$ cat src/rtl/bzled_pkg.sv
// bzled_pkg: shared FSM encoding, pattern-table field layout and duty scaling for the buzzer/RGB sequencer.
package bzled_pkg;
    typedef enum logic [2:0] {S_IDLE, S_LOAD, S_APPLY, S_PLAY, S_DONE} state_e;

    localparam int ENTRY_W = 40;
    localparam int DUR_LSB = 32;
    localparam int BZ_LSB  = 24;
    localparam int R_LSB   = 16;
    localparam int G_LSB   = 8;
    localparam int B_LSB   = 0;

    // Low 32 bits of (freq * duty8) >> 8, i.e. bits [39:8] of the 40-bit product.
    function automatic logic [31:0] scale_duty(input logic [31:0] freq, input logic [7:0] duty);
        return 32'(({8'd0, freq} * {32'd0, duty}) >> 8);
    endfunction
endpackage

$ cat src/rtl/bzled_seq_ctrl_if.sv
// bzled_seq_ctrl_if: host registers, sequencer controls, table write port and PWM-side outputs.
interface bzled_seq_ctrl_if #(parameter int AW = 4);
    logic [31:0] HOST_FREQ, HOST_BZ, HOST_R, HOST_G, HOST_B;
    logic SEQ_START, SEQ_STOP, SEQ_LOOP, TBL_WE;
    logic [AW-1:0] TBL_ADDR;
    logic [39:0] TBL_WDATA;
    logic [31:0] FREQ_Cnt_Set, BZ_Puty_Set, LEDR_Puty_Set, LEDG_Puty_Set, LEDB_Puty_Set;
    logic SEQ_BUSY, SEQ_DONE;
    logic [AW-1:0] SEQ_STEP;

    modport master (
        output HOST_FREQ, HOST_BZ, HOST_R, HOST_G, HOST_B, SEQ_START, SEQ_STOP, SEQ_LOOP,
               TBL_WE, TBL_ADDR, TBL_WDATA,
        input  FREQ_Cnt_Set, BZ_Puty_Set, LEDR_Puty_Set, LEDG_Puty_Set, LEDB_Puty_Set,
               SEQ_BUSY, SEQ_DONE, SEQ_STEP
    );
    modport slave (
        input  HOST_FREQ, HOST_BZ, HOST_R, HOST_G, HOST_B, SEQ_START, SEQ_STOP, SEQ_LOOP,
               TBL_WE, TBL_ADDR, TBL_WDATA,
        output FREQ_Cnt_Set, BZ_Puty_Set, LEDR_Puty_Set, LEDG_Puty_Set, LEDB_Puty_Set,
               SEQ_BUSY, SEQ_DONE, SEQ_STEP
    );
endinterface

$ cat src/rtl/bzled_seq_tbl.sv
// bzled_seq_tbl: DEPTH x 40 pattern RAM, one write port, synchronous read-first read port.
module bzled_seq_tbl
    import bzled_pkg::*;
#(
    parameter int DEPTH = 16,
    parameter int AW    = $clog2(DEPTH)
) (
    input  logic               CLK,
    input  logic               we_i,
    input  logic [AW-1:0]      waddr_i,
    input  logic [ENTRY_W-1:0] wdata_i,
    input  logic [AW-1:0]      raddr_i,
    output logic [ENTRY_W-1:0] rdata_o
);
    logic [ENTRY_W-1:0] mem_q [DEPTH];

    always_ff @(posedge CLK) begin
        if (we_i) mem_q[waddr_i] <= wdata_i;
        rdata_o <= mem_q[raddr_i];
    end
endmodule

$ cat src/rtl/bzled_seq_ctrl.sv
// bzled_seq_ctrl: host passthrough or autonomous step-pattern playback in front of the buzzer/RGB PWM block.
// Define BZLED_SEQ_LOOP_EN to let SEQ_LOOP restart the pattern at step 0 instead of finishing.
module bzled_seq_ctrl
    import bzled_pkg::*;
#(
    parameter int DEPTH    = 16,
    parameter int TICK_DIV = 50000
) (
    input logic             CLK,
    input logic             RST_n,
    bzled_seq_ctrl_if.slave bus
);
    localparam int AW = $clog2(DEPTH);
    localparam int TW = (TICK_DIV > 1) ? $clog2(TICK_DIV) : 1;

    state_e state_q, state_d;
    logic [AW-1:0] step_q, step_d, seq_step_q, seq_step_d;
    logic [TW-1:0] tick_q, tick_d;
    logic [7:0] dur_q, dur_d;
    logic [31:0] freq_q, freq_d, bz_q, bz_d, r_q, r_d, g_q, g_d, b_q, b_d;
    logic [ENTRY_W-1:0] rdata;
    logic busy, tick_wrap, step_end, last_step, term, loop_en;

`ifdef BZLED_SEQ_LOOP_EN
    assign loop_en = bus.SEQ_LOOP;
`else
    logic unused_loop;
    assign unused_loop = bus.SEQ_LOOP;
    assign loop_en = 1'b0;
`endif

    bzled_seq_tbl #(.DEPTH(DEPTH)) u_tbl (
        .CLK(CLK),
        .we_i(bus.TBL_WE),
        .waddr_i(bus.TBL_ADDR),
        .wdata_i(bus.TBL_WDATA),
        .raddr_i(step_q),
        .rdata_o(rdata)
    );

    assign busy      = state_q inside {S_LOAD, S_APPLY, S_PLAY};
    assign tick_wrap = tick_q == TW'(TICK_DIV - 1);
    assign step_end  = tick_wrap && dur_q == 8'd1;
    assign last_step = step_q == AW'(DEPTH - 1);
    assign term      = rdata[DUR_LSB +: 8] == 8'd0;

    always_comb begin
        state_d    = state_q;
        step_d     = step_q;
        seq_step_d = seq_step_q;
        tick_d     = '0;
        dur_d      = dur_q;
        freq_d     = freq_q;
        bz_d       = bz_q;
        r_d        = r_q;
        g_d        = g_q;
        b_d        = b_q;
        case (state_q)
            S_IDLE: begin
                freq_d = bus.HOST_FREQ;
                bz_d   = bus.HOST_BZ;
                r_d    = bus.HOST_R;
                g_d    = bus.HOST_G;
                b_d    = bus.HOST_B;
                if (bus.SEQ_START && !bus.SEQ_STOP) begin
                    state_d = S_LOAD;
                    step_d  = '0;
                end
            end
            S_LOAD: state_d = S_APPLY;
            S_APPLY: begin
                if (term) begin
                    state_d = loop_en ? S_LOAD : S_DONE;
                    step_d  = '0;
                end else begin
                    freq_d     = bus.HOST_FREQ;
                    bz_d       = scale_duty(bus.HOST_FREQ, rdata[BZ_LSB +: 8]);
                    r_d        = scale_duty(bus.HOST_FREQ, rdata[R_LSB +: 8]);
                    g_d        = scale_duty(bus.HOST_FREQ, rdata[G_LSB +: 8]);
                    b_d        = scale_duty(bus.HOST_FREQ, rdata[B_LSB +: 8]);
                    seq_step_d = step_q;
                    dur_d      = rdata[DUR_LSB +: 8];
                    state_d    = S_PLAY;
                end
            end
            S_PLAY: begin
                tick_d = tick_wrap ? '0 : tick_q + 1'b1;
                dur_d  = tick_wrap ? dur_q - 8'd1 : dur_q;
                // The last entry behaves as if a terminator followed it; the index wraps to 0 when looping.
                if (step_end) begin
                    step_d  = step_q + 1'b1;
                    state_d = (last_step && !loop_en) ? S_DONE : S_LOAD;
                end
            end
            S_DONE: state_d = S_IDLE;
            default: state_d = S_IDLE;
        endcase
        if (bus.SEQ_STOP && busy) state_d = S_IDLE;
    end

    always_ff @(posedge CLK or negedge RST_n) begin
        if (!RST_n) begin
            state_q    <= S_IDLE;
            step_q     <= '0;
            seq_step_q <= '0;
            tick_q     <= '0;
            dur_q      <= '0;
            freq_q     <= '0;
            bz_q       <= '0;
            r_q        <= '0;
            g_q        <= '0;
            b_q        <= '0;
        end else begin
            state_q    <= state_d;
            step_q     <= step_d;
            seq_step_q <= seq_step_d;
            tick_q     <= tick_d;
            dur_q      <= dur_d;
            freq_q     <= freq_d;
            bz_q       <= bz_d;
            r_q        <= r_d;
            g_q        <= g_d;
            b_q        <= b_d;
        end
    end

    assign bus.FREQ_Cnt_Set  = freq_q;
    assign bus.BZ_Puty_Set   = bz_q;
    assign bus.LEDR_Puty_Set = r_q;
    assign bus.LEDG_Puty_Set = g_q;
    assign bus.LEDB_Puty_Set = b_q;
    assign bus.SEQ_BUSY      = busy;
    assign bus.SEQ_DONE      = state_q == S_DONE;
    assign bus.SEQ_STEP      = seq_step_q;
endmodule

$ cat src/flat_wrapper.sv
// flat-port wrapper written by rule: the top's interface ports become plain ports
module bzled_seq_ctrl_flat import bzled_pkg::*;
#(
    parameter int DEPTH    = 16,
    parameter int TICK_DIV = 50000
)
  (CLK, RST_n, bus_HOST_FREQ, bus_HOST_BZ, bus_HOST_R, bus_HOST_G, bus_HOST_B, bus_SEQ_START, bus_SEQ_STOP, bus_SEQ_LOOP, bus_TBL_WE, bus_TBL_ADDR, bus_TBL_WDATA, bus_FREQ_Cnt_Set, bus_BZ_Puty_Set, bus_LEDR_Puty_Set, bus_LEDG_Puty_Set, bus_LEDB_Puty_Set, bus_SEQ_BUSY, bus_SEQ_DONE, bus_SEQ_STEP);
  bzled_seq_ctrl_if #(.AW(4)) bus_i ();
  input logic CLK;
  input logic RST_n;
  input wire logic [$bits(bus_i.HOST_FREQ)-1:0] bus_HOST_FREQ;
  input wire logic [$bits(bus_i.HOST_BZ)-1:0] bus_HOST_BZ;
  input wire logic [$bits(bus_i.HOST_R)-1:0] bus_HOST_R;
  input wire logic [$bits(bus_i.HOST_G)-1:0] bus_HOST_G;
  input wire logic [$bits(bus_i.HOST_B)-1:0] bus_HOST_B;
  input wire logic [$bits(bus_i.SEQ_START)-1:0] bus_SEQ_START;
  input wire logic [$bits(bus_i.SEQ_STOP)-1:0] bus_SEQ_STOP;
  input wire logic [$bits(bus_i.SEQ_LOOP)-1:0] bus_SEQ_LOOP;
  input wire logic [$bits(bus_i.TBL_WE)-1:0] bus_TBL_WE;
  input wire logic [$bits(bus_i.TBL_ADDR)-1:0] bus_TBL_ADDR;
  input wire logic [$bits(bus_i.TBL_WDATA)-1:0] bus_TBL_WDATA;
  output wire logic [$bits(bus_i.FREQ_Cnt_Set)-1:0] bus_FREQ_Cnt_Set;
  output wire logic [$bits(bus_i.BZ_Puty_Set)-1:0] bus_BZ_Puty_Set;
  output wire logic [$bits(bus_i.LEDR_Puty_Set)-1:0] bus_LEDR_Puty_Set;
  output wire logic [$bits(bus_i.LEDG_Puty_Set)-1:0] bus_LEDG_Puty_Set;
  output wire logic [$bits(bus_i.LEDB_Puty_Set)-1:0] bus_LEDB_Puty_Set;
  output wire logic [$bits(bus_i.SEQ_BUSY)-1:0] bus_SEQ_BUSY;
  output wire logic [$bits(bus_i.SEQ_DONE)-1:0] bus_SEQ_DONE;
  output wire logic [$bits(bus_i.SEQ_STEP)-1:0] bus_SEQ_STEP;
  assign bus_i.HOST_FREQ = bus_HOST_FREQ;
  assign bus_i.HOST_BZ = bus_HOST_BZ;
  assign bus_i.HOST_R = bus_HOST_R;
  assign bus_i.HOST_G = bus_HOST_G;
  assign bus_i.HOST_B = bus_HOST_B;
  assign bus_i.SEQ_START = bus_SEQ_START;
  assign bus_i.SEQ_STOP = bus_SEQ_STOP;
  assign bus_i.SEQ_LOOP = bus_SEQ_LOOP;
  assign bus_i.TBL_WE = bus_TBL_WE;
  assign bus_i.TBL_ADDR = bus_TBL_ADDR;
  assign bus_i.TBL_WDATA = bus_TBL_WDATA;
  assign bus_FREQ_Cnt_Set = bus_i.FREQ_Cnt_Set;
  assign bus_BZ_Puty_Set = bus_i.BZ_Puty_Set;
  assign bus_LEDR_Puty_Set = bus_i.LEDR_Puty_Set;
  assign bus_LEDG_Puty_Set = bus_i.LEDG_Puty_Set;
  assign bus_LEDB_Puty_Set = bus_i.LEDB_Puty_Set;
  assign bus_SEQ_BUSY = bus_i.SEQ_BUSY;
  assign bus_SEQ_DONE = bus_i.SEQ_DONE;
  assign bus_SEQ_STEP = bus_i.SEQ_STEP;
  bzled_seq_ctrl #(.DEPTH(DEPTH), .TICK_DIV(TICK_DIV)) u_core (.CLK(CLK), .RST_n(RST_n), .bus(bus_i));
endmodule
$ cat config.mk
export PLATFORM = sky130hd
export DESIGN_NAME = bzled_seq_ctrl_flat
export DESIGN_NICKNAME = d
export VERILOG_FILES = /design/src/rtl/bzled_pkg.sv /design/src/rtl/bzled_seq_ctrl_if.sv /design/src/rtl/bzled_seq_tbl.sv /design/src/rtl/bzled_seq_ctrl.sv /design/src/flat_wrapper.sv
export SDC_FILE = /design/constraint.sdc
export NUM_CORES = 2
export LEC_CHECK = 0
export BUFFER_PORTS_ARGS = -buffer_cell sky130_fd_sc_hd__buf_4
export CORE_AREA = 4 4 312 314
export CTS_CLUSTER_SIZE = 40
export DETAILED_ROUTE_END_ITERATION = 6
export DIE_AREA = 0 0 316 318
export MAX_ROUTING_LAYER = met4
export PLACE_DENSITY_LB_ADDON = 0.25
export RECOVER_POWER = 100
export SETUP_SLACK_MARGIN = 0.1
export SLEW_MARGIN = 20
export SYNTH_ARGS = -nofsm -noshare
export SYNTH_HDL_FRONTEND = slang
export SYNTH_SLANG_ARGS = --single-unit
$ cat constraint.sdc
create_clock -name CLK -period 9.93 [get_ports CLK]
set_input_delay 0.993 -clock CLK [delete_from_list [all_inputs] [get_ports CLK]]
set_output_delay 0.993 -clock CLK [all_outputs]
set_load 0.02 [all_outputs]
# After elaboration in Yosys (flattened, before gate mapping)
# Memory sizes are Yosys's and may differ from the RTL's. A register that Yosys moved wholly into a read port is not among the register bits.
# Cells that the tools add are included.
# Widths: inputs -> output; s select.
# word_totals
reg_bits	195
latch_bits	0
ramBits	640
mem_bits_ro	0
input_bits	210
out_inout_bits	166
n_memories	1
# op_classes
add_sub_neg	3
mul	4
n_div	0
n_lt_le_gt_ge	0
n_eq_ne	14
shift	0
muxes	27
n_bitwise	1
n_reduce_logical	15
# mem_list
memory	depth	width	read_ports	rd_clocked_by_memory_dff	write_ports	line	source
u_core.u_tbl.mem_q	16	40	1	1	1	bzled_seq_tbl.sv:15	logic [ENTRY_W-1:0] mem_q [DEPTH];
# ops
cell	count
$pmux 32 s2	5
$mul 32x8->40	4
$mux 32	5
$mux 16	2
$add 16x1->16 const B	1
$eq 16x16->1 const B	1
$mux 8	2
$pmux 8 s2	1
$mux 3	5
$mux 4	3
$pmux 3 s4	1
$pmux 4 s3	1
$eq 8x1->1 const B	1
$logic_not 8->1	1
$ne 2x1->1 const B	4
$sub 8x1->8 const B	1
$eq 3x2->1 const B	2
$reduce_and 2->1	3
$reduce_bool 3->1	2
$add 4x1->4 const B	1
$eq 4x4->1 const B	1
$reduce_and 4->1	1
$reduce_bool 2->1	2
$eq 3x1->1 const B	1
10 further kinds	13

# Depth between registers and ports, before layout
# logic_depth
depth_word	5
mapped_depth	22
ltp_nobuf	20

# By module
# Synthesis repeated with hierarchy kept, for this count alone.
# unflattened
hier_cells	5511
hier_area_um2	64478.1
# by_module_without_submodules
mod	instances	cells_each	area_per_inst_um2	seq_area_each_um2
bzled_seq_ctrl	1	4471	39346.5	4879.7
bzled_seq_tbl	1	1040	25131.6	20019.2

# Worst setup path before layout
# OpenSTA, ideal clock, no wires.
# synth_timing
kind	input -> register
start	input bus_HOST_FREQ[1]
end	register u_core.r_q[30], in the netlist u_core.bus.LEDR_Puty_Set[30]
arrival_ns	5.800
slack_ns	3.990
path_stages	20
path_cell_list	clkbuf_1 clkbuf_1 and2_1 fa_1 fa_1 fa_1 inv_1 fa_1 inv_1 ha_1 o21ai_0 o21ai_0 a211oi_1 a21oi_1 o22a_1 a211o_1 a41oi_2 o21ai_1 a2111oi_0 a211oi_1
# synth_between
elab_chain_len	3
# synth_rtl
element	line	source
from (decl)	flat_wrapper.sv:11	input wire logic [$bits(bus_i.HOST_FREQ)-1:0] bus_HOST_FREQ;
$mul 32x8->40	bzled_pkg.sv:14	return 32'(({8'd0, freq} * {32'd0, duty}) >> 8);
$mux 32	bzled_seq_ctrl.sv:72	if (term) begin
$pmux 32 s2	bzled_seq_ctrl.sv:58	case (state_q)
to (signal assigned)	bzled_seq_ctrl.sv:121	r_q <= r_d;
to (decl)	bzled_seq_ctrl.sv:20	logic [31:0] freq_q, freq_d, bz_q, bz_d, r_q, r_d, g_q, g_d, b_q, b_d;
# No other way between the ends. The select of a mux whose other input is x is not followed.
# A chain may end at the register's enable or synchronous reset.

==> out/qor.txt <==
post-CTS sizing: 0
Net Count, Synth: 6750
crit end category: flop
Power Dens Cells: 259 nW/um^2
Fin. Hold Viols: 0
Post-CTS Hold Fix Bufs: 0
worst-margin pin slew: 4860 ps
effective utilization at floorplan: 67.7%
die area: 100000 um^2
die height: 318 um
TritonCTS clock tree: built
Hold EP: u_core.dur_q[0]
Clock Tree Buf Depth: 3
Fill cells: 6435
max-slew violation count: 1208
DRT iter0 DRCs: 4513
violated checks: capacitance limit, slew limit
final worst-path cycle share: 79.3%
Max Clock Skew: 34.3 ps
detailed-route via count: 44.3k
f_max: 0.127 GHz
slowest stage delay, CP: 3260 ps
Reg-to-Reg End: u_core.u_tbl.rdata_o[0]
Worst Path Arrival: 8400 ps
worst path cell trace: clkbuf_1 > and2_0 > a221oi_1 > a22oi_1 > nand2_1
IO Count: 376
worst r2r src: u_core.step_q[1]
Post-Syn Instances: 5592
clock sink count: 875
routed length per instance: 23.4 um
initial antenna violation count: 18
worst r2r path cells: 5
Syn Area/Cell: 11.4 um^2
Worst Hold Class: reg -> reg
ratio of cells with drive above 1 in the final layout: 8.40%
ys async rst share: 22.3%
DR vias/cell: 6.20
Leak: 0.0290 uW
Layout Nets: 6940
First-pass DRT Iterations: 6
wirelength, routed: 167 mm
Primary FF master, synth: edfxtp_1
clk_lat worst skew: 680 ps
GPL Wtd Cong: 0.908
register area: 24900 um^2
global-route wire length before repair: 263 mm
fin crit period: 7870 ps
Yosys reg bits: 875
num rows: 113
met2 wire len: 81.2 mm
Antenna Nets Post-Route: 0
CTS buffer count: 87
Setup TNS: 0 ps
Min-Delay Path Depth: 2
Buffers on Ports: 374
Area Growth Syn to Fin: 8.97%
pin count of the biggest net entering global routing: 104
vias in the first global route: 46.7k
Post-synth EDFFs: 640
DP Cell Count: 6958
hold path start: u_core.u_tbl.rdata_o[32]
startpoint types: flop
Root Driver: clkbuf_16
chip width: 316 um
Multi-input gate area: 35600 um^2
top sig layer: met4
htree depth: 3
Routed met3 length: 18.0 mm
synth warn: 0
count of buffer and inverter cells on the critical path: 1
Seq/Total Area, Yosys: 38.9%
CP max stage cell: and2_0
max capacitance violation total: 28
Clk pin slew, worst setup/hold paths: 60 ps
DRC: 0
GRT Total Usage: 35.0%
worst-path fanout max: 52
Crit path max-delay family: simple AND/OR/NAND/NOR gates
flop-to-flop setup slack: 2060 ps
M1 WL: 61.8 mm
Distinct cells, synth: 84
Finished Layout Cells: 7142
# setup viols final: 0
Setup CP Type: reg -> reg
worst vdd ir: 0.243 mV
status: finished with violations
postcts setup bufs: 0
Req. time, crit path: 10460 ps
dpl hpwl: 106 mm
RSZ-0062 raised after global routing: false
GR Overflow Total: 0
core region area: 94600 um^2
Cell Area, Synth: 64000 um^2
cell count along the critical path: 5
Slew HR: -224%
==> kinds of logic after synthesis <==
family | Yosys count | synth area share (%)
AO/OA/AOI/OAI | 816 | 7.96
XOR/XNOR | 124 | 1.70
adder cells (fa/ha/maj) | 948 | 26.9
buffers and inverters | 933 | 5.47
flip-flops | 875 | 38.9
multiplexers | 246 | 5.49
AND/OR/NAND/NOR | 1650 | 13.6
==> registers in the layout, indices dropped and copies added, names as in the netlist <==
name and flops:
u_core.bus.BZ_Puty_Set 32, u_core.bus.FREQ_Cnt_Set 32, u_core.bus.LEDB_Puty_Set 32, u_core.bus.LEDG_Puty_Set 32
u_core.bus.LEDR_Puty_Set 32, u_core.bus.SEQ_STEP 4, u_core.dur_q 8, u_core.state_q 3
u_core.step_q 4, u_core.tick_q 16, u_core.u_tbl.mem_q 640, u_core.u_tbl.rdata_o 40
==> final cells by class <==
cell class                 count  area share [%]
clock buffer                 127            3.68
inverter                     595            3.20
timing repair buffer         439            3.47
tap                         1265            2.27
multi-input combinational   3784            51.1
clock inverter                36           0.554
sequential                   875            35.7
antenna                       21          0.0753
==> per-stage QoR <==
stage | area [um^2] | util, % | hold WS [ps] | power, uW | worst slack, ps
final | 69800 | 73.8 | 445 | 18100 | 2060
after floorplan | 64000 | - | 423 | 11800 | 3990
after global routing | 69800 | 73.8 | 478 | 19400 | 1920
after CTS | 70800 | 74.8 | 324 | 18300 | 3320
after global placement | 67800 | 71.7 | 429 | 14700 | 3090
after detailed placement | 67800 | 71.7 | 438 | 14900 | 3050
==> layer usage <==
layer	vias up	global-route usage, %
met4	0	12.7
met2	2322	55.8
li1	19100	-
met1	22500	44.7
met5	-	-
met3	385	7.40
==> layout by cell type (no fill, tap or decap), types with 65 or more instances in the layout <==
cell type    n
inv_1      595
ha_1       232
buf_4      206
dfrtp_1    192
a21oi_1    226
mux4_2      80
o21ai_0    223
and2_1     807
a21o_1      65
clkbuf_1   251
nand2_1    508
edfxtp_1   640
clkbuf_16   90
nor2_1     128
mux2i_1    124
fa_1       716
==> synthesized netlist by cell type, drive strengths merged (65+ instances only) <==
cell / number / area, um^2
and2: 808 / 5050
o21ai: 224 / 1120
a21o: 65 / 488
mux4: 80 / 1800
mux2i: 124 / 1240
inv: 595 / 2230
clkbuf: 312 / 1170
nor2: 135 / 507
a21oi: 226 / 1150
edfxtp: 640 / 19200
fa: 716 / 14300
dfrtp: 195 / 4880
ha: 232 / 2900
nand2: 510 / 1910
==> worst max-delay path by stage <==
stage	startpoint	end
floorplan	bus_HOST_FREQ[1]	u_core.bus.LEDR_Puty_Set[30]
global placement	bus_HOST_FREQ[12]	u_core.bus.LEDB_Puty_Set[25]
detailed placement	bus_HOST_FREQ[5]	u_core.bus.LEDB_Puty_Set[25]
CTS	u_core.u_tbl.rdata_o[5]	u_core.bus.LEDB_Puty_Set[31]
global route	u_core.step_q[1]	u_core.u_tbl.rdata_o[28]
finish	u_core.step_q[1]	u_core.u_tbl.rdata_o[0]
==> power breakdown <==
| group | switching [uW] | internal (uW) | total, uW | leakage [uW] |
|---|---|---|---|---|
| Sequential | 208 | 4270 | 4470 | 0.00846 |
| Combinational | 6330 | 3910 | 10200 | 0.0191 |
| Clock | 1460 | 1900 | 3360 | 0.00143 |
| Total | 8000 | 10100 | 18100 | 0.0290 |
==> worst register-to-register path, delay by kind of cell, from the launching register on <==
kind / cells / cell delay [ps]
DFF: 1 / 950
buffers and inverters: 1 / 2220
AOI/OAI and AO/OA: 2 / 1100
and+or+nand+nor: 2 / 3470
Power figures use the tool's default switching activity.
